===== src/rtl/ocp_axi_rd_resp_conv_p.sv =====
// OCP read-response packet to AXI R-channel burst converter.
// Whole packets are buffered in a DEPTH-entry packet FIFO and then played out
// one beat per R handshake. Back-to-back bursts run with no idle cycle.
// Ports:
//   clk, rst          : clock (rising edge), asynchronous active-high reset
//   ocp_resp_*        : packet input (vld, id, len = beats-1, err, data)
//   ocp_resp_hold     : FIFO full; the producer must hold its packet
//   rvalid/rready     : AXI R handshake
//   rid/rdata/rresp/rlast : AXI R payload
//   fifo_level        : packets waiting in the FIFO (excludes the one in flight)
module ocp_axi_rd_resp_conv_p #(
  parameter int unsigned DATA_W    = 32,
  parameter int unsigned ID_W      = 4,
  parameter int unsigned MAX_BEATS = 16,
  parameter int unsigned DEPTH     = 4,
  parameter int unsigned LEN_W     = $clog2(MAX_BEATS),
  parameter int unsigned CNT_W     = $clog2(DEPTH) + 1
) (
  input  logic                        clk,
  input  logic                        rst,
  input  logic                        ocp_resp_vld,
  input  logic [ID_W-1:0]             ocp_resp_id,
  input  logic [LEN_W-1:0]            ocp_resp_len,
  input  logic                        ocp_resp_err,
  input  logic [MAX_BEATS*DATA_W-1:0] ocp_resp_data,
  output logic                        ocp_resp_hold,
  output logic                        rvalid,
  input  logic                        rready,
  output logic [ID_W-1:0]             rid,
  output logic [DATA_W-1:0]           rdata,
  output logic [1:0]                  rresp,
  output logic                        rlast,
  output logic [CNT_W-1:0]            fifo_level
);

  localparam int unsigned PTR_W = $clog2(DEPTH);
  localparam int unsigned PKT_W = MAX_BEATS * DATA_W;

  typedef enum logic {IDLE, BURST} state_t;

  // Packet FIFO storage (no reset: contents are qualified by count)
  logic [ID_W-1:0]  mem_id   [DEPTH];
  logic [LEN_W-1:0] mem_len  [DEPTH];
  logic             mem_err  [DEPTH];
  logic [PKT_W-1:0] mem_data [DEPTH];

  logic [PTR_W-1:0] wr_ptr;
  logic [PTR_W-1:0] rd_ptr;
  logic [CNT_W-1:0] count;
  logic             full;
  logic             empty;
  logic             push;
  logic             pop;

  state_t           state;
  logic [LEN_W-1:0] beat;
  logic [LEN_W-1:0] beat_nxt;
  logic [LEN_W-1:0] pkt_len;
  logic [DATA_W-1:0] pkt_data [MAX_BEATS];

  assign full          = (count == CNT_W'(DEPTH));
  assign empty         = (count == '0);
  assign ocp_resp_hold = full;
  assign fifo_level    = count;
  assign push          = ocp_resp_vld & ~full;
  // Pop when idle, or on the last-beat handshake so the next burst follows directly
  assign pop           = ~empty & ((state == IDLE) | ((state == BURST) & rvalid & rready & rlast));
  assign beat_nxt      = beat + LEN_W'(1);

  // FIFO write port
  always_ff @(posedge clk) begin
    if (push) begin
      mem_id[wr_ptr]   <= ocp_resp_id;
      mem_len[wr_ptr]  <= ocp_resp_len;
      mem_err[wr_ptr]  <= ocp_resp_err;
      mem_data[wr_ptr] <= ocp_resp_data;
    end
  end

  // FIFO pointers and occupancy; a refused push while full is never retried internally
  always_ff @(posedge clk or posedge rst) begin
    if (rst) begin
      wr_ptr <= '0;
      rd_ptr <= '0;
      count  <= '0;
    end else begin
      if (push) wr_ptr <= wr_ptr + PTR_W'(1);
      if (pop)  rd_ptr <= rd_ptr + PTR_W'(1);
      count <= count + CNT_W'(push) - CNT_W'(pop);
    end
  end

  // Beat buffer for the packet being serialised
  always_ff @(posedge clk) begin
    if (pop) begin
      for (int k = 0; k < int'(MAX_BEATS); k++) begin
        pkt_data[k] <= mem_data[rd_ptr][k*DATA_W +: DATA_W];
      end
    end
  end

  // Serialiser FSM with registered R-channel outputs
  always_ff @(posedge clk or posedge rst) begin
    if (rst) begin
      state   <= IDLE;
      beat    <= '0;
      pkt_len <= '0;
      rvalid  <= 1'b0;
      rlast   <= 1'b0;
      rid     <= '0;
      rdata   <= '0;
      rresp   <= 2'b00;
    end else begin
      if (pop) begin
        state   <= BURST;
        beat    <= '0;
        pkt_len <= mem_len[rd_ptr];
        rvalid  <= 1'b1;
        rid     <= mem_id[rd_ptr];
        rdata   <= mem_data[rd_ptr][DATA_W-1:0];
        rresp   <= mem_err[rd_ptr] ? 2'b10 : 2'b00;
        rlast   <= (mem_len[rd_ptr] == '0);
      end else begin
        case (state)
          IDLE: begin
            rvalid <= 1'b0;
            rlast  <= 1'b0;
          end
          BURST: begin
            if (rvalid && rready) begin
              if (!rlast) begin
                beat  <= beat_nxt;
                rdata <= pkt_data[beat_nxt];
                rlast <= (beat_nxt == pkt_len);
              end else begin
                state  <= IDLE;
                rvalid <= 1'b0;
                rlast  <= 1'b0;
              end
            end
          end
          default: state <= IDLE;
        endcase
      end
    end
  end

endmodule

===== config.mk =====
export PLATFORM = sky130hd
export DESIGN_NAME = ocp_axi_rd_resp_conv_p
export DESIGN_NICKNAME = d
export VERILOG_FILES = /design/src/rtl/ocp_axi_rd_resp_conv_p.sv
export SDC_FILE = /design/constraint.sdc
export NUM_CORES = 2
export LEC_CHECK = 0
export CORE_MARGIN = 3
export CORE_UTILIZATION = 55
export CTS_CLUSTER_SIZE = 20
export DETAILED_ROUTE_END_ITERATION = 10
export PLACE_DENSITY = 0.74
export REMOVE_ABC_BUFFERS = 1
export SLEW_MARGIN = 25
export SYNTH_ARGS = -nofsm -noshare
export SYNTH_HDL_FRONTEND = slang
export SYNTH_SLANG_ARGS = --single-unit

===== constraint.sdc =====
create_clock -name clk -period 39.7 [get_ports clk]
set_input_delay 7.94 -clock clk [delete_from_list [all_inputs] [get_ports clk]]
set_output_delay 7.94 -clock clk [all_outputs]
set_load 0.02 [all_outputs]

==> flow_metrics.tcl <==
set metrics [dict create \
    grt_usage_pct 24.4 \
    run_status "completed" \
    ctsLongestPathBuffers 4 \
    timing.final.crit_period_ps 12590 \
    sinks_on_the_clock_net 2651 \
    gp_routability_congestion 0.761 \
    finalMaxSlewViolations 0 \
    drt_drc_violations_left 0 \
    setup.worst_path.start_class "input port" \
    worst-r2r-cell-count 7 \
    min_to "rid[1]" \
    vias 43700 \
    worst_ep_arrival_time_ps 13090 \
    worst_hold_path_type "reg2reg" \
    worst_hold_slack_ps 507 \
    die_width_um 427 \
    synthDominantAreaCellType "sky130_fd_sc_hd__edfxtp_1" \
    port_buffers 567 \
    path_class "in2reg" \
    first_global_vias 45600 \
    placed_cells 6674 \
    post_cts.repair.setup_buffers 0 \
    total_wire_length_um 219000 \
    final.period_utilization_pct 31.7 \
    via_per_inst 6.07 \
    fp-row-count 153 \
    initial_core_util_pct 55.7 \
    postSynthCellCount 3906 \
    numCtsBuffers 281 \
    slew_headroom_pct 21.2 \
    grt_setup_unrepaired "no" \
    critical_path.max_fanout 70 \
    synth.distinct_cells 41 \
    p_leak_nw 36.5 \
    initial_antenna_violation_count 109 \
    multi_input_gate_area_in_the_final_layout_um2 17100 \
    internal_power_w 0.00612 \
    switchingPower_w 0.00248 \
    worst_r2r_start "fifo_level[2]" \
    io-pin-count 569 \
    drt_iter0_markers 4330 \
    crit_path_end_kind "register" \
    synth.most_common_cell "sky130_fd_sc_hd__edfxtp_1" \
    stdcell_count 7209 \
    post_drt_wl_per_cell_um 30.3 \
    p_seq_share_pct 45.3 \
    place_hpwl_um 125000 \
    final_net_count 5168 \
    synth-seq-cells 2651 \
    tritoncts "done" \
    finalSetupViolations 0 \
    critical_path_required_ps 40200 \
    synthesis.area_um2 97400 \
    clock_input_transition_at_the_sequential_cells_of_the_worst_setup_and_hold_paths_ps 60 \
    grt_pass1_wl_um 318000 \
    ys_seq_area_share_pct 81.4 \
    area.growth.synth_to_final_pct 17.5 \
    fmaxAchievable_ghz 0.0794 \
    holdCritStartpoint "rid[1]" \
    cts_repair_resize_count 0 \
    max-vdd-ir-drop_v 0.0000737 \
    postRouteAntennaNets 0 \
    power.share.switching_pct 28.8 \
    grt_overflow_total 0 \
    core_area_um2 175000 \
    min_path_cells 1 \
    crit-reg2reg-capture "mem_data[0][484]" \
    final-seq-area_um2 79300 \
    synthFlopType "sky130_fd_sc_hd__edfxtp_1" \
    post_route_cells_drive_above_1_share_pct 23.1 \
    max_slew.worst_pin.slew_ps 1180 \
    finalHoldViolCount 0 \
    power.density_nw_per_um2 75.2 \
    yosysTopAreaCellShare_pct 80.0 \
    cts.root.buffer_cell "sky130_fd_sc_hd__clkbuf_16" \
    cts-htree-levels 5 \
    holdBufCountCts 0 \
    combPwrFrac_pct 26.6 \
    first_pass_iters 5 \
    worstSkewPairLatency_ps 930 \
    tns_setup_ps 0 \
    maxCapViolations 0 \
    postSynth.asyncResetShare_pct 2.07 \
    post_synth.cell_area_avg_um2 24.9 \
    power.share.clock_pct 28.1 \
    edff_count_synth 2596 \
    netlist_top_cells_area "sky130_fd_sc_hd__edfxtp_1 (80%), sky130_fd_sc_hd__mux4_2 (14%), sky130_fd_sc_hd__dfrtp_1 (1.4%)" \
    ys.warnings.count 0 \
    die_area_um2 182000 \
    final.setup_skew_ps 72.1 \
    layout.filler_cells 11100 \
    grt_max_degree 167 \
    post_synth_most_frequent_cells "sky130_fd_sc_hd__edfxtp_1 (2596), sky130_fd_sc_hd__mux4_2 (586), sky130_fd_sc_hd__nand3_1 (136)" \
    r2r_slack_ps 34040 \
    chipHeight_um 427 \
]
stage by stage:
stage / setup WS (ps) / area, um^2 / power, W / util, %
finish: 27110 / 114000 / 0.00860 / 65.4
global route: 26910 / 114000 / 0.00895 / 65.4
CTS: 27180 / 114000 / 0.00870 / 65.3
detailed placement: 26210 / 106000 / 0.00627 / 60.4
global placement: 25970 / 106000 / 0.00622 / 60.4
floorplan: 14430 / 96400 / 0.00672 / -
kinds of logic after synthesis:
| kind of cell | count (synthesis) | share of synthesized area (%) |
|---|---|---|
| compound gates | 74 | 0.651 |
| other cells | 1 | 0.00385 |
| flops | 2651 | 81.4 |
| simple gates | 204 | 1.18 |
| fa+ha+maj | 8 | 0.110 |
| buf+inv | 202 | 1.06 |
| mux | 753 | 15.4 |
| xor+xnor | 13 | 0.125 |
state kept, by name, summed over array words and instances (netlist names):
register	cells
rid	4
rd_ptr	2
pkt_data	512
beat	4
rdata	32
rlast	1
mem_id	16
mem_err	4
wr_ptr	2
state	1
rvalid	1
pkt_len	4
rresp	1
mem_len	16
mem_data	2048
fifo_level	3
cells in the final DEF, fill, tap and decap left out, types with 4 or more instances in the layout:
| cell type | count |
|---|---|
| sky130_fd_sc_hd__edfxtp_1 | 2596 |
| sky130_fd_sc_hd__mux4_2 | 586 |
| sky130_fd_sc_hd__clkdlybuf4s50_1 | 567 |
| sky130_fd_sc_hd__clkbuf_16 | 287 |
| sky130_fd_sc_hd__nand3_1 | 136 |
| sky130_fd_sc_hd__mux2i_1 | 122 |
| sky130_fd_sc_hd__diode_2 | 63 |
| sky130_fd_sc_hd__clkbuf_1 | 59 |
| sky130_fd_sc_hd__buf_4 | 56 |
| sky130_fd_sc_hd__dfrtp_1 | 52 |
| sky130_fd_sc_hd__clkinv_2 | 42 |
| sky130_fd_sc_hd__clkinv_1 | 38 |
| sky130_fd_sc_hd__a22oi_1 | 32 |
| sky130_fd_sc_hd__nand4_1 | 31 |
| sky130_fd_sc_hd__nand3_2 | 18 |
| sky130_fd_sc_hd__mux2_4 | 17 |
| sky130_fd_sc_hd__o211ai_2 | 17 |
| sky130_fd_sc_hd__mux2_2 | 16 |
| sky130_fd_sc_hd__o211ai_1 | 15 |
| sky130_fd_sc_hd__bufinv_16 | 12 |
| sky130_fd_sc_hd__clkinvlp_4 | 11 |
| sky130_fd_sc_hd__mux2_1 | 9 |
| sky130_fd_sc_hd__clkbuf_8 | 9 |
| sky130_fd_sc_hd__buf_12 | 9 |
| sky130_fd_sc_hd__xnor2_1 | 7 |
| sky130_fd_sc_hd__inv_1 | 6 |
| sky130_fd_sc_hd__nand2_1 | 6 |
| sky130_fd_sc_hd__ha_1 | 6 |
| sky130_fd_sc_hd__inv_6 | 6 |
| sky130_fd_sc_hd__clkinv_4 | 5 |
| sky130_fd_sc_hd__buf_6 | 5 |
| sky130_fd_sc_hd__o21ai_0 | 4 |
| sky130_fd_sc_hd__and2_4 | 4 |
how the worst max path moves through the flow:
stage | start | end | slack (ps) | cells past startpoint
after floorplan | rready | fifo_level[1] | 14430 | 6
after global placement | ocp_resp_vld | mem_data[0][454] | 25970 | 7
after detailed placement | ocp_resp_vld | mem_data[0][454] | 26210 | 7
after CTS | ocp_resp_vld | mem_data[0][407] | 27180 | 7
after global routing | ocp_resp_vld | mem_data[0][407] | 26910 | 7
final | ocp_resp_vld | mem_data[0][484] | 27110 | 7
layer usage:
metal  GRT usage, %  wire length (um)  up-vias  part of all wire (%)
li1               -                 -    18300                     -
met1           32.1             82200    23300                    38
met2           39.8            114000     1708                    52
met3           5.18             14300      414                   6.5
met4           10.9              8050       28                   3.7
met5              0               202        -                 0.092
critical path, cell delays in order:
cell and delay (ps):
sky130_fd_sc_hd__clkdlybuf4s50_1 450, sky130_fd_sc_hd__nor2b_1 500, sky130_fd_sc_hd__and2_4 850, sky130_fd_sc_hd__buf_4 830, sky130_fd_sc_hd__buf_4 810, sky130_fd_sc_hd__buf_4 740, sky130_fd_sc_hd__buf_6 660
power by group through the flow:
stage	Combinational [W]	Sequential, W	Clock (W)
final	0.00229	0.00389	0.00242
after global routing	0.00244	0.00393	0.00258
after CTS	0.00233	0.00390	0.00247
after detailed placement	0.00232	0.00395	0
after global placement	0.00230	0.00392	0
after floorplan	0.00230	0.00442	0
final cells by class:
cell class | count | area share [%]
tap | 2325 | 2.54
sequential | 2651 | 69.3
clock buffer | 355 | 6.58
inverter | 8 | 0.0306
timing repair buffer | 640 | 5.61
antenna | 63 | 0.138
clock inverter | 114 | 0.780
multi-input combinational | 1053 | 15.0
(Power assumes the default switching activity.)
